File: src/rtl/handshake_rr_mux_if.sv
// handshake_rr_mux_if
// Bundles the producer-side and consumer-side handshake signals of
// handshake_rr_mux.
//   in_valid/in_ready/in_data : NCH producer channels, channel i payload at
//                               in_data[i*WIDTH +: WIDTH]
//   out_valid/out_ready       : single consumer channel handshake
//   out_data/out_chan         : FIFO head payload and originating channel
//   count                     : current FIFO occupancy
// Modports: slave = the mux itself, master = the environment driving it.
interface handshake_rr_mux_if #(
  parameter int WIDTH = 32,
  parameter int NCH   = 4,
  parameter int DEPTH = 4
);
  localparam int CHW = $clog2(NCH);
  localparam int CW  = $clog2(DEPTH + 1);

  logic [NCH-1:0]       in_valid;
  logic [NCH-1:0]       in_ready;
  logic [NCH*WIDTH-1:0] in_data;
  logic                 out_valid;
  logic                 out_ready;
  logic [WIDTH-1:0]     out_data;
  logic [CHW-1:0]       out_chan;
  logic [CW-1:0]        count;

  modport slave (
    input  in_valid, in_data, out_ready,
    output in_ready, out_valid, out_data, out_chan, count
  );

  modport master (
    output in_valid, in_data, out_ready,
    input  in_ready, out_valid, out_data, out_chan, count
  );
endinterface

File: src/rtl/handshake_rr_mux.sv
// handshake_rr_mux
// Merges NCH valid/ready producer channels into one consumer channel.
// One valid channel is granted per cycle (round-robin when ARB=0, lowest
// index first when ARB=1) while the FIFO has room; accepted beats are
// stored with their channel index in a DEPTH-entry FIFO and presented in
// strict arrival order.
// Ports:
//   clk : clock, all state on rising edge
//   rst : asynchronous active-low reset
//   bus : handshake_rr_mux_if.slave (in_valid/in_ready/in_data,
//         out_valid/out_ready/out_data/out_chan, count)
module handshake_rr_mux #(
  parameter int WIDTH = 32,
  parameter int NCH   = 4,
  parameter int DEPTH = 4,
  parameter int ARB   = 0
) (
  input  logic                clk,
  input  logic                rst,
  handshake_rr_mux_if.slave   bus
);
  localparam int CHW = $clog2(NCH);
  localparam int CW  = $clog2(DEPTH + 1);
  localparam int AW  = $clog2(DEPTH);

  logic [CW-1:0]    count_q;
  logic [AW-1:0]    wr_ptr;
  logic [AW-1:0]    rd_ptr;
  logic [CHW-1:0]   rr_ptr;

  logic [WIDTH-1:0] mem_data [DEPTH];
  logic [CHW-1:0]   mem_chan [DEPTH];

  logic             full;
  logic             found;
  logic             push;
  logic             pop;
  logic [NCH-1:0]   grant;
  logic [CHW-1:0]   gidx;
  logic [WIDTH-1:0] gdata;

  // Full is taken from the registered count only, so a same-cycle pop never
  // opens in_ready: there is no out_ready -> in_ready path.
  assign full = (count_q == CW'(DEPTH));

  // Scan channels starting at rr_ptr (or at 0 for fixed priority), wrapping
  // modulo NCH; the first valid channel found wins.
  always_comb begin : arb
    int unsigned idx;
    idx   = 0;
    found = 1'b0;
    gidx  = '0;
    grant = '0;
    for (int unsigned k = 0; k < NCH; k++) begin
      idx = (ARB == 1) ? k : 32'(rr_ptr) + k;
      if (idx >= NCH) idx = idx - NCH;
      if (!found && bus.in_valid[idx]) begin
        found = 1'b1;
        gidx  = CHW'(idx);
      end
    end
    if (found && !full && rst) grant[gidx] = 1'b1;
  end

  assign gdata        = bus.in_data[gidx*WIDTH +: WIDTH];
  assign push         = |grant;
  assign pop          = bus.out_valid & bus.out_ready;
  assign bus.in_ready = grant;

  assign bus.out_valid = (count_q != '0);
  assign bus.out_data  = bus.out_valid ? mem_data[rd_ptr] : '0;
  assign bus.out_chan  = bus.out_valid ? mem_chan[rd_ptr] : '0;
  assign bus.count     = count_q;

  // Storage is intentionally not reset; validity is tracked by count_q.
  always_ff @(posedge clk) begin
    if (push) begin
      mem_data[wr_ptr] <= gdata;
      mem_chan[wr_ptr] <= gidx;
    end
  end

  always_ff @(posedge clk or negedge rst) begin
    if (!rst) begin
      count_q <= '0;
      wr_ptr  <= '0;
      rd_ptr  <= '0;
      rr_ptr  <= '0;
    end else begin
      if (push) wr_ptr <= wr_ptr + AW'(1);
      if (pop)  rd_ptr <= rd_ptr + AW'(1);
      unique case ({push, pop})
        2'b10:   count_q <= count_q + CW'(1);
        2'b01:   count_q <= count_q - CW'(1);
        default: count_q <= count_q;
      endcase
      if (ARB == 0 && push) begin
        if (gidx == CHW'(NCH - 1)) rr_ptr <= '0;
        else                       rr_ptr <= gidx + CHW'(1);
      end
    end
  end

  a_onehot_ready: assert property (@(posedge clk) disable iff (!rst)
    $onehot0(bus.in_ready));
  a_no_push_full: assert property (@(posedge clk) disable iff (!rst)
    full |-> (bus.in_ready == '0));
  a_count_bound: assert property (@(posedge clk) disable iff (!rst)
    count_q <= CW'(DEPTH));
  a_head_stable: assert property (@(posedge clk) disable iff (!rst)
    (bus.out_valid && !bus.out_ready) |=>
      ($stable(bus.out_data) && $stable(bus.out_chan)));
endmodule

File: src/flat_wrapper.sv
// flat-port wrapper written by rule: the top's interface ports become plain ports
module handshake_rr_mux_flat 
#(
  parameter int WIDTH = 32,
  parameter int NCH   = 4,
  parameter int DEPTH = 4,
  parameter int ARB   = 0
)
  (clk, rst, bus_in_valid, bus_in_data, bus_out_ready, bus_in_ready, bus_out_valid, bus_out_data, bus_out_chan, bus_count);
  handshake_rr_mux_if #(.WIDTH(WIDTH), .NCH(NCH), .DEPTH(DEPTH)) bus_i ();
  input  logic clk;
  input  logic rst;
  input wire logic [$bits(bus_i.in_valid)-1:0] bus_in_valid;
  input wire logic [$bits(bus_i.in_data)-1:0] bus_in_data;
  input wire logic [$bits(bus_i.out_ready)-1:0] bus_out_ready;
  output wire logic [$bits(bus_i.in_ready)-1:0] bus_in_ready;
  output wire logic [$bits(bus_i.out_valid)-1:0] bus_out_valid;
  output wire logic [$bits(bus_i.out_data)-1:0] bus_out_data;
  output wire logic [$bits(bus_i.out_chan)-1:0] bus_out_chan;
  output wire logic [$bits(bus_i.count)-1:0] bus_count;
  assign bus_i.in_valid = bus_in_valid;
  assign bus_i.in_data = bus_in_data;
  assign bus_i.out_ready = bus_out_ready;
  assign bus_in_ready = bus_i.in_ready;
  assign bus_out_valid = bus_i.out_valid;
  assign bus_out_data = bus_i.out_data;
  assign bus_out_chan = bus_i.out_chan;
  assign bus_count = bus_i.count;
  handshake_rr_mux #(.WIDTH(WIDTH), .NCH(NCH), .DEPTH(DEPTH), .ARB(ARB)) u_core (.clk(clk), .rst(rst), .bus(bus_i));
endmodule
File: config.mk
export PLATFORM = sky130hd
export DESIGN_NAME = handshake_rr_mux_flat
export DESIGN_NICKNAME = d
export VERILOG_FILES = /design/src/rtl/handshake_rr_mux_if.sv /design/src/rtl/handshake_rr_mux.sv /design/src/flat_wrapper.sv
export SDC_FILE = /design/constraint.sdc
export NUM_CORES = 1
export LEC_CHECK = 0
export ABC_CLOCK_PERIOD_IN_PS = 9700
export CAP_MARGIN = 10
export CELL_PAD_IN_SITES_DETAIL_PLACEMENT = 1
export CELL_PAD_IN_SITES_GLOBAL_PLACEMENT = 2
export CORE_MARGIN = 4
export CORE_UTILIZATION = 37
export CTS_BUF_LIST = sky130_fd_sc_hd__clkbuf_4 sky130_fd_sc_hd__clkbuf_8 sky130_fd_sc_hd__clkbuf_16
export CTS_CLUSTER_DIAMETER = 200
export DETAILED_ROUTE_END_ITERATION = 8
export GPL_ROUTABILITY_DRIVEN = 1
export PLACE_DENSITY = 0.92
export SYNTH_ARGS = -nofsm -noshare
export SYNTH_HDL_FRONTEND = slang
export SYNTH_SLANG_ARGS = --single-unit
File: constraint.sdc
create_clock -name clk -period 9.7 [get_ports clk]
set_input_delay 1.94 -clock clk [delete_from_list [all_inputs] [get_ports clk]]
set_output_delay 1.94 -clock clk [all_outputs]
set_load 0.1 [all_outputs]
==> summary.md, run 1 <==
| Metric | Value |
|---|---|
| Worst slew margin | `about a quarter` |
| CP arrival | `~5.6 ns` |
| Post-synthesis sequential area ratio | `between 60 and 70%` |
| Io pins | `between 150 and 200` |
| Post-DP HPWL | `11200 µm` |
| FFs w/ async S/R, synth | `a little over 6%` |
| CP startpoint kind | `primary input` |
| Grt total ovfl | `0` |
| Die Y | `about 140 µm` |
| DRT Pass-1 Iters | `4` |
| PostCTS Resize Cnt | `0` |
| Share of layout cells above drive strength 1 | `13.7%` |
| Critical path class | `in -> out` |
| Total wire length | `~16000 µm` |
| Vias in the first global route | `between 4000 and 5000` |
| Die Width | `144 µm` |
| # hold bufs at CTS | `0` |
| Starting density of the core | `between 30 and 40%` |
| Final Non-Filler Cells | `approximately 810` |
| Most common cell after layout, fill and taps aside | `clkdlybuf4s50_1` |
| Post-Synthesis Cells | `slightly below 400` |
| Final Max Tran Viols | `0` |
| Top_reg_cell synth | `edfxtp_1` |
| Synth-to-Final Area Change | `39.4%` |
| Final net count | `~710` |
| Top-area cell type share of the netlist area | `60.1%` |
| Syn_area_per_cell | `about 17 µm²` |
| FP Rows | `49` |
| DR vias/cell | `roughly 5.1` |
| RSZ-0062 raised after global routing | `no` |
| Drt wl/cell | `slightly above 20 µm` |
| Worst Hold Class | `reg -> reg` |
| CP required | `roughly 7.8 ns` |
| Synthesized Nets | `approximately 530` |
| Inst Count DP | `775` |
| Largest net degree at the start of global routing | `39` |
| Fin crit share | `between 70 and 80%` |
| Post-synth EDFFs | `between 100 and 150` |
| Top post-synthesis cells by area | `edfxtp_1 (60%), mux2i_1 (14%), mux4_2 (11%), dfrtp_1 (3.3%), and2_1 (3.2%)` |
| Status | `completed` |
| Worst hold slack | `0.535 ns` |
| Final setup TNS | `0 ns` |
| CP endpoint kind | `output port` |
| Max Freq | `roughly 130 MHz` |
| Fill cells | `1700` |
| Ant. Diodes | `0` |
| CTS tree | `done` |
| CTS Root Cell | `clkbuf_16` |
| Netlist cell types | `32` |
| Worst Path Max Fanout | `38` |
| Synth area leader | `edfxtp_1` |
| Minimum clock period | `7.49 ns` |
| I/O Buffers | `between 150 and 200` |
| Remaining DRCs | `0` |
| Via count | `between 4000 and 5000` |
| Die area | `0.0206 mm²` |
| Clock skew | `0.00394 ns` |
| Final hold vios | `0` |
| Detail Route Antenna Nets | `0` |
| Total GRT Usage | `~16%` |
| Highest-count cells in the layout ignoring fill and taps | `clkdlybuf4s50_1 (176), edfxtp_1 (136), mux2i_1 (97)` |
| First-pass GRT wire length | `~25000 µm` |
| # clock sinks | `145` |
| Synth warnings | `0` |
| GP Congestion | `around 0.75` |
| Max clock buf depth | `2` |
| Initial drt markers | `between 150 and 200` |
| Initial antenna violation count | `0` |
| CTS HTree Levels | `4` |
| Post-synthesis register bit count | `145` |
| Post-CTS Setup Bufs | `0` |
| CTS Buf Count | `17` |
| Syn Std Cell Area | `0.00680 mm²` |
| Clock Pin Slew Worst Setup and Hold Paths | `approximately 0.06 ns` |
| Worst Max-Slew Pin Slew | `around 1.1 ns` |
| Latest clock arrival within the worst-skew pair | `between 0.4 and 0.5 ns` |
| Final setup viols | `0` |
| Max-cap violations | `0` |
| Core area | `0.0180 mm²` |
==> stage by stage <==
stage               util (%)  setup WS (ns)  instance area, µm²
finish                  52.6           2.21                9470
global route            52.6           2.04                9470
CTS                     52.6           2.20                9470
detailed placement      48.7           2.19                8790
global placement        48.7           2.39                8790
floorplan                  -           3.03                6800
==> state kept, by name (all words and copies together) (netlist names) <==
signal,flops
u_core.rd_ptr,2
u_core.mem_data,128
u_core.rr_ptr,2
u_core.wr_ptr,2
u_core.bus.count,3
u_core.mem_chan,8
==> final timing paths <==
kind                                                    to  depth (start not counted)                         start  slack, ns
max in group asynchronous     u_core.rd_ptr[0]$_DFFE_PN0P_                          1                           rst       7.52
hold / removal                u_core.rr_ptr[0]$_DFFE_PN0P_                          1  u_core.rr_ptr[0]$_DFFE_PN0P_       0.53
setup / recovery                           bus_in_ready[0]                          8               bus_in_valid[3]       2.21
hold reg to reg               u_core.rr_ptr[0]$_DFFE_PN0P_                          1  u_core.rr_ptr[0]$_DFFE_PN0P_       0.53
setup reg to reg           u_core.bus.count[2]$_DFFE_PN0P_                         11  u_core.rr_ptr[0]$_DFFE_PN0P_       5.53
min in group asynchronous  u_core.bus.count[0]$_DFFE_PN0P_                          1                           rst       1.84
==> cell families after synthesis <==
logic type / after synthesis / share of synthesized area [%]
adders and majority gates: 7 / 1.40
DFF: 145 / 63.4
buffers and inverters: 35 / 2.50
AOI/OAI and AO/OA: 9 / 1.18
and+or+nand+nor: 56 / 4.77
xor gates and xnor gates: 6 / 0.773
muxes: 133 / 26.0
==> cells in the mapped netlist (2+ instances only) <==
cell	count
edfxtp_1	136
clkbuf_1	8
buf_6	2
mux2_4	2
nor2_1	9
xnor2_1	3
ha_1	6
inv_1	10
buf_4	3
xor2_1	3
nor2b_1	4
buf_2	10
buf_1	2
o32a_1	2
nand2_1	2
dfrtp_1	9
mux4_2	34
and2_1	35
nand2b_1	2
mux2i_1	97
==> layer usage <==
| layer | vias to the layer above | share of wire [%] | GRT usage, % | wire length [µm] |
|---|---|---|---|---|
| li1 | 1880 | - | - | - |
| met1 | 2060 | 39 | 19.2 | 6450 |
| met2 | 137 | 53 | 28.9 | 8790 |
| met3 | 12 | 6.7 | 5.02 | 1100 |
| met4 | 0 | 0.90 | 4.71 | 149 |
| met5 | - | 0 | 0 | 0 |
==> worst max-delay path, stage by stage <==
cell	delay, ns
clkdlybuf4s50_1	0.59
nor2b_1	0.08
o21ai_0	0.30
o221a_4	0.67
buf_4	0.61
nand2b_1	0.23
nor2_1	0.05
clkdlybuf4s50_1	1.00
==> cell type report <==
cell class / instances / area (µm²) / share of cell area, %
repair buffers: 180 / 1790 / 18.9
well taps: 229 / 287 / 3.02
clock inverters: 15 / 263 / 2.77
multi-input cells: 211 / 2360 / 24.9
clock buffers: 17 / 425 / 4.49
inverters: 10 / 37.5 / 0.396
flip-flops and latches: 145 / 4310 / 45.5
Power of run 1 is not shown: default switching activity piles up to over one toggle a cycle in this logic, so the estimate is an artifact.
==> inputs of run 2 (changes only) <==
--- a/config.mk
+++ b/config.mk
@@ -5,17 +5,17 @@
 export SDC_FILE = /design/constraint.sdc
 export NUM_CORES = 1
 export LEC_CHECK = 0
-export ABC_CLOCK_PERIOD_IN_PS = 9700
+export ABC_CLOCK_PERIOD_IN_PS = 7350
 export CAP_MARGIN = 10
 export CELL_PAD_IN_SITES_DETAIL_PLACEMENT = 1
 export CELL_PAD_IN_SITES_GLOBAL_PLACEMENT = 2
 export CORE_MARGIN = 4
-export CORE_UTILIZATION = 37
+export CORE_UTILIZATION = 35
 export CTS_BUF_LIST = sky130_fd_sc_hd__clkbuf_4 sky130_fd_sc_hd__clkbuf_8 sky130_fd_sc_hd__clkbuf_16
 export CTS_CLUSTER_DIAMETER = 200
 export DETAILED_ROUTE_END_ITERATION = 8
 export GPL_ROUTABILITY_DRIVEN = 1
-export PLACE_DENSITY = 0.92
+export PLACE_DENSITY = 0.88
 export SYNTH_ARGS = -nofsm -noshare
 export SYNTH_HDL_FRONTEND = slang
 export SYNTH_SLANG_ARGS = --single-unit
==> constraint.sdc (replaced) <==
create_clock -name clk -period 7.35 [get_ports clk]
set_input_delay 1.47 -clock clk [delete_from_list [all_inputs] [get_ports clk]]
set_output_delay 1.47 -clock clk [all_outputs]
set_load 0.1 [all_outputs]
==> run 2 against run 1 <==
Non-clock buffer count unchanged. Via count increased by 0.17%. Die area increased by 5.4%. Sequential share of layout area decreased by 0.054 points. First-iteration DRC count increased by 41%. Clock-buffer cell count increased by 3. Global-route usage decreased by 0.48 points. Wire length increased by 1.8%. Critical path depth decreased by 1. Worst hold slack got worse by 0.0082 ns. Final cell count increased by 3.8%. Utilization decreased by 2.4 points. Largest cell class unchanged.
==> summary.md, run 2 (synthesized netlist as in run 1, its figures left out) <==
| Metric | Value |
|---|---|
| Crit-path leading delay family | `buffers and inverters (unchanged)` |
| Grt total ovfl | `0 (unchanged)` |
| Worst Hold End | `u_core.bus.count[2]$_DFFE_PN0P_ (was u_core.rr_ptr[0]$_DFFE_PN0P_)` |
| CP endpoint kind | `output port (unchanged)` |
| Via count | `4096 (was 4089)` |
| Status | `completed (unchanged)` |
| Worst Max-Slew Pin Slew | `1.17 ns (was 1.11 ns)` |
| Reg2Reg Depth | `11 (unchanged)` |
| Final Max Tran Viols | `0 (unchanged)` |
| Post-DP HPWL | `11500 µm (was 11200 µm)` |
| CTS Root Cell | `clkbuf_16 (unchanged)` |
| Total wire length | `16800 µm (was 16500 µm)` |
| Initial drt markers | `217 (was 154)` |
| Total GRT Usage | `15.9% (was 16.3%)` |
| Detail Route Antenna Nets | `0 (unchanged)` |
| R2R Path End | `u_core.bus.count[2]$_DFFE_PN0P_ (unchanged)` |
| Clock skew | `0.00625 ns (was 0.00394 ns)` |
| Minimum clock period | `a little under 6 ns` |
| Die Y | `147 µm (was 144 µm)` |
| Largest net degree at the start of global routing | `42 (was 39)` |
| # clock sinks | `145 (unchanged)` |
| CTS HTree Levels | `4 (unchanged)` |
| Synth-to-Final Area Change | `39.5% (was 39.4%)` |
| Max Freq | `about 170 MHz` |
| Flip-flop count of the largest register after layout | `128 (unchanged)` |
| First-pass GRT wire length | `26600 µm (was 25400 µm)` |
| Slowest CP cell | `clkdlybuf4s50_1 (unchanged)` |
| Vias in the first global route | `4804 (was 4612)` |
| Dpl cell area | `0.00882 mm² (was 0.00879 mm²)` |
| RSZ-0062 raised after global routing | `no (unchanged)` |
| Die Width | `147 µm (was 144 µm)` |
| CP arrival | `4.49 ns (was 5.55 ns)` |
| Io pins | `177 (unchanged)` |
| Clock Pin Slew Worst Setup and Hold Paths | `0.06 ns (about the same)` |
| WP buf/inv | `2 (was 3)` |
| Top reg by flops | `u_core.mem_data (unchanged)` |
| FP Rows | `50 (was 49)` |
| CP cell instances | `clkdlybuf4s50_1 > nand2b_1 > nor2b_1 > o221a_4 > nand2_1 > nor2_1 > clkdlybuf4s50_1 (was clkdlybuf4s50_1 > nor2b_1 > o21ai_0 > o221a_4 > buf_4 > nand2b_1 > nor2_1 > clkdlybuf4s50_1)` |
| Worst Path Max Fanout | `32 (was 38)` |
| GP Congestion | `0.727 (was 0.751)` |
| Latest clock arrival within the worst-skew pair | `0.41 ns (about the same)` |
| PostCTS Resize Cnt | `0 (unchanged)` |
| Worst Hold Class | `reg -> reg (unchanged)` |
| Hold Path Depth | `1 (unchanged)` |
| Final setup TNS | `0 ns (unchanged)` |
| Fin crit share | `approximately four fifths` |
| Highest-count cells in the layout ignoring fill and taps | `clkdlybuf4s50_1 (176), edfxtp_1 (136), mux2i_1 (97) (unchanged)` |
| Starting density of the core | `36.0% (was 37.7%)` |
| DR vias/cell | `4.89 (was 5.07)` |
| Drt wl/cell | `20.0 µm (was 20.4 µm)` |
| Critical path class | `in -> out (unchanged)` |
| Max-cap violations | `0 (unchanged)` |
| CP max stage delay | `1.15 ns (was 1.00 ns)` |
| Final net count | `707 (unchanged)` |
| I/O Buffers | `176 (unchanged)` |
| CP startpoint kind | `primary input (unchanged)` |
| Remaining DRCs | `0 (unchanged)` |
| CTS tree | `done (unchanged)` |
| Most common cell after layout, fill and taps aside | `clkdlybuf4s50_1 (unchanged)` |
| Ant. Diodes | `0 (unchanged)` |
| Post-CTS Setup Bufs | `0 (unchanged)` |
| Worst slew margin | `21.9% (was 25.6%)` |
| Die area | `0.0217 mm² (was 0.0206 mm²)` |
| CTS Buf Count | `17 (unchanged)` |
| Crit path top cell by count | `clkdlybuf4s50_1 (unchanged)` |
| Post-route cell area | `0.00949 mm² (was 0.00947 mm²)` |
| DRT Pass-1 Iters | `4 (unchanged)` |
| Share of layout cells above drive strength 1 | `13.7% (unchanged)` |
| Core area | `0.0189 mm² (was 0.0180 mm²)` |
| Final setup viols | `0 (unchanged)` |
| Final hold vios | `0 (unchanged)` |
| Hold Startpoint | `u_core.bus.count[2]$_DFFE_PN0P_ (was u_core.rr_ptr[0]$_DFFE_PN0P_)` |
| Max clock buf depth | `2 (unchanged)` |
| CP required | `5.88 ns (was 7.76 ns)` |
| Initial antenna violation count | `0 (unchanged)` |
| Flop2flop setup slack | `3.21 ns (was 5.53 ns)` |
| RR Startpoint | `u_core.rr_ptr[0]$_DFFE_PN0P_ (unchanged)` |
| # hold bufs at CTS | `0 (unchanged)` |
-- run 2: worst max-delay path by stage --
stage                                from         endpoint  slack [ns]  depth (start not counted)
after floorplan           bus_in_valid[2]  bus_in_ready[3]        1.62                          6
after global placement    bus_in_valid[3]  bus_in_ready[1]        1.54                          7
after detailed placement  bus_in_valid[3]  bus_in_ready[1]        1.37                          7
after CTS                 bus_in_valid[1]  bus_in_ready[1]        1.38                          7
after global routing      bus_in_valid[3]  bus_in_ready[1]        1.23                          7
final                     bus_in_valid[1]  bus_in_ready[1]        1.39                          7
-- run 2: cell type report --
class,count,area (µm²)
fillers,1834,9410
flip-flops and latches,145,4310
multi-input cells,211,2360
repair buffers,180,1790
clock buffers,20,448
well taps,260,325
clock inverters,12,213
inverters,10,37.5
-- run 2: layer usage --
metal  up-vias  GRT usage, %  share of wire, %
met2       143          27.8                52
met5         -             0                 0
met3        18          4.87               6.1
met1      2059          19.2                41
met4         0          3.91              0.97
li1       1876             -                 -
-- run 2: worst register-to-register path: stages (launching register included) --
cell and delay [ns]:
dfrtp_1 0.37, nor2b_1 0.09, o21ai_0 0.30, o221a_4 0.65, buf_4 0.67, a311o_1 0.78, ha_1 0.33, inv_1 0.07
fa_1 0.39, xor2_1 0.15, nor2_1 0.12, xor2_1 0.15
-- run 2: through the flow --
stage	util [%]	setup WS (ns)	cells	hold slack, ns
finish	50.2	1.39	838	0.526
global route	50.2	1.23	838	0.565
CTS	50.2	1.38	838	0.535
detailed placement	46.7	1.37	806	0.523
global placement	46.7	1.54	806	0.512
floorplan	-	1.62	391	0.479
Power of run 2 is left out for the same reason.
==> inputs of run 3 (changes only) <==
--- a/config.mk
+++ b/config.mk
@@ -5,17 +5,17 @@
 export SDC_FILE = /design/constraint.sdc
 export NUM_CORES = 1
 export LEC_CHECK = 0
-export ABC_CLOCK_PERIOD_IN_PS = 7350
+export ABC_CLOCK_PERIOD_IN_PS = 5400
 export CAP_MARGIN = 10
 export CELL_PAD_IN_SITES_DETAIL_PLACEMENT = 1
 export CELL_PAD_IN_SITES_GLOBAL_PLACEMENT = 2
 export CORE_MARGIN = 4
-export CORE_UTILIZATION = 35
+export CORE_UTILIZATION = 31
 export CTS_BUF_LIST = sky130_fd_sc_hd__clkbuf_4 sky130_fd_sc_hd__clkbuf_8 sky130_fd_sc_hd__clkbuf_16
 export CTS_CLUSTER_DIAMETER = 200
 export DETAILED_ROUTE_END_ITERATION = 8
 export GPL_ROUTABILITY_DRIVEN = 1
-export PLACE_DENSITY = 0.88
+export PLACE_DENSITY = 0.83
 export SYNTH_ARGS = -nofsm -noshare
 export SYNTH_HDL_FRONTEND = slang
 export SYNTH_SLANG_ARGS = --single-unit
==> constraint.sdc (replaced) <==
create_clock -name clk -period 5.4 [get_ports clk]
set_input_delay 1.08 -clock clk [delete_from_list [all_inputs] [get_ports clk]]
set_output_delay 1.08 -clock clk [all_outputs]
set_load 0.1 [all_outputs]
==> run 3 against run 2 <==
Highest routed layer unchanged. Die area rose by 12%. Wire length rose by 2.4%. Utilization fell by 5.5 points. Cell area rose by 0.38%. Flip-flop and latch count did not move. Worst hold slack improved by 0.0028 ns. Setup slack got worse by 0.23 ns. Critical path depth fell by 3. Via count rose by 0.29%. Non-clock buffer count rose by 5.
==> summary.md, run 3 (synthesized netlist as in run 1, its figures left out) <==
| Metric | Value |
|---|---|
| DRT Pass-1 Iters | `4 (unchanged)` |
| Reg2Reg Depth | `5 (was 11)` |
| R2R Path End | `u_core.mem_data[1][27]$_DFFE_PP_ (was u_core.bus.count[2]$_DFFE_PN0P_)` |
| Initial antenna violation count | `0 (unchanged)` |
| Latest clock arrival within the worst-skew pair | `0.42 ns (was 0.41 ns)` |
| First-pass GRT wire length | `26500 µm (was 26600 µm)` |
| CTS tree | `done (unchanged)` |
| CTS Root Cell | `clkbuf_16 (unchanged)` |
| FP Rows | `53 (was 50)` |
| Post-CTS Setup Bufs | `0 (unchanged)` |
| # clock sinks | `145 (unchanged)` |
| Worst slew margin | `31.8% (was 21.9%)` |
| CP endpoint kind | `output port (unchanged)` |
| Grt total ovfl | `0 (unchanged)` |
| Die Width | `156 µm (was 147 µm)` |
| Total wire length | `17200 µm (was 16800 µm)` |
| Starting density of the core | `31.9% (was 36.0%)` |
| Final setup viols | `0 (unchanged)` |
| RSZ-0062 raised after global routing | `no (unchanged)` |
| Initial drt markers | `211 (was 217)` |
| Largest net degree at the start of global routing | `51 (was 42)` |
| Post-DP HPWL | `12300 µm (was 11500 µm)` |
| Most common cell after layout, fill and taps aside | `clkdlybuf4s50_1 (unchanged)` |
| Max clock buf depth | `2 (unchanged)` |
| Core area | `0.0213 mm² (was 0.0189 mm²)` |
| Crit path capture | `bus_out_data[30] (was bus_in_ready[1])` |
| Remaining DRCs | `0 (unchanged)` |
| Flip-flop count of the largest register after layout | `128 (unchanged)` |
| Critical path class | `reg -> out (was in -> out)` |
| Fin crit share | `78.6%` |
| CP required | `4.32 ns (was 5.88 ns)` |
| Worst Hold Class | `reg -> reg (unchanged)` |
| Top reg by flops | `u_core.mem_data (unchanged)` |
| Minimum clock period | `4.24 ns` |
| CTS Buf Count | `17 (unchanged)` |
| CP startpoint kind | `register (was primary input)` |
| Flop2flop setup slack | `2.14 ns (was 3.21 ns)` |
| # hold bufs at CTS | `0 (unchanged)` |
| Total GRT Usage | `14.3% (was 15.9%)` |
| Status | `completed (unchanged)` |
| PostCTS Resize Cnt | `0 (unchanged)` |
| Inst Count DP | `826 (was 806)` |
| Worst Path Max Fanout | `14 (was 32)` |
| Die Y | `156 µm (was 147 µm)` |
| Final setup TNS | `0 ns (unchanged)` |
| Synth-to-Final Area Change | `40.1% (was 39.5%)` |
| RR Startpoint | `u_core.rr_ptr[1]$_DFFE_PN0P_ (was u_core.rr_ptr[0]$_DFFE_PN0P_)` |
| Final hold vios | `0 (unchanged)` |
| Setup crit start | `u_core.rd_ptr[0]$_DFFE_PN0P_ (was bus_in_valid[1])` |
| CP max stage delay | `0.98 ns (was 1.15 ns)` |
| Highest-count cells in the layout ignoring fill and taps | `clkdlybuf4s50_1 (170), edfxtp_1 (136), mux2i_1 (97) (was clkdlybuf4s50_1 (176), edfxtp_1 (136), mux2i_1 (97))` |
| CTS HTree Levels | `4 (unchanged)` |
| CP arrival | `3.16 ns (was 4.49 ns)` |
| Slowest CP cell | `clkdlybuf4s50_1 (unchanged)` |
| Share of layout cells above drive strength 1 | `14.9% (was 13.7%)` |
| Drt wl/cell | `20.0 µm (about the same)` |
| Detail Route Antenna Nets | `0 (unchanged)` |
| Worst Max-Slew Pin Slew | `1.02 ns (was 1.17 ns)` |
| Final Max Tran Viols | `0 (unchanged)` |
| Io pins | `177 (unchanged)` |
| Vias in the first global route | `4711 (was 4804)` |
| Max Freq | `~240 MHz` |
| Max-cap violations | `0 (unchanged)` |
| I/O Buffers | `176 (unchanged)` |
| Final net count | `712 (was 707)` |
| Final Non-Filler Cells | `858 (was 838)` |
| CP cell instances | `buf_4 > mux4_2 > and2_1 > clkdlybuf4s50_1 (was clkdlybuf4s50_1 > nand2b_1 > nor2b_1 > o221a_4 > nand2_1 > nor2_1 > clkdlybuf4s50_1)` |
| DR vias/cell | `4.79 (was 4.89)` |
| GP Congestion | `0.801 (was 0.727)` |
| Ant. Diodes | `0 (unchanged)` |
| Clock skew | `0.00545 ns (was 0.00625 ns)` |
| Via count | `4108 (was 4096)` |
| Die area | `0.0244 mm² (was 0.0217 mm²)` |
| Clock Pin Slew Worst Setup and Hold Paths | `0.06 ns (about the same)` |
-- run 3: area by class of cell --
| type | instances | area [µm²] |
|---|---|---|
| fill | 2092 | 11800 |
| sequential | 145 | 4310 |
| multi-input combinational | 211 | 2360 |
| timing repair buffer | 185 | 1810 |
| clock buffer | 19 | 440 |
| tap | 275 | 344 |
| clock inverter | 13 | 215 |
| inverter | 10 | 37.5 |
-- run 3: worst min path at each step --
stage / start / to / slack, ns / cells past startpoint
floorplan: u_core.rr_ptr[0]$_DFFE_PN0P_ / u_core.rr_ptr[0]$_DFFE_PN0P_ / 0.48 / 1
global placement: u_core.bus.count[2]$_DFFE_PN0P_ / u_core.bus.count[2]$_DFFE_PN0P_ / 0.51 / 1
detailed placement: u_core.rr_ptr[0]$_DFFE_PN0P_ / u_core.rr_ptr[0]$_DFFE_PN0P_ / 0.53 / 1
CTS: u_core.bus.count[2]$_DFFE_PN0P_ / u_core.bus.count[2]$_DFFE_PN0P_ / 0.55 / 1
global route: u_core.bus.count[0]$_DFFE_PN0P_ / u_core.bus.count[0]$_DFFE_PN0P_ / 0.57 / 1
finish: u_core.bus.count[2]$_DFFE_PN0P_ / u_core.bus.count[2]$_DFFE_PN0P_ / 0.53 / 1
-- run 3: stage by stage --
| step | cell area, µm² | util, % | setup WS, ns | hold slack, ns |
|---|---|---|---|---|
| floorplan | 6800 | - | 0.449 | 0.479 |
| global route | 9520 | 44.7 | 1.03 | 0.568 |
| global placement | 8870 | 41.7 | 0.981 | 0.508 |
| CTS | 9520 | 44.7 | 1.06 | 0.546 |
| finish | 9520 | 44.7 | 1.16 | 0.529 |
| detailed placement | 8870 | 41.7 | 0.849 | 0.534 |
-- run 3: routing by layer --
metal / routed length [µm] / global-route usage (%) / vias to the layer above
met5: 0 / 0 / -
met4: 235 / 4.29 / 0
met3: 1180 / 4.19 / 24
met2: 8730 / 24.7 / 153
met1: 7050 / 17.5 / 2048
li1: - / - / 1883
-- run 3: worst max-delay path: cells and delay by family, from the launching register on --
family        cells  cell delay [ns]
mux               1             0.55
buf+inv           2             1.36
flops             1             0.62
simple gates      1             0.19
Power of run 3 is left out for the same reason.
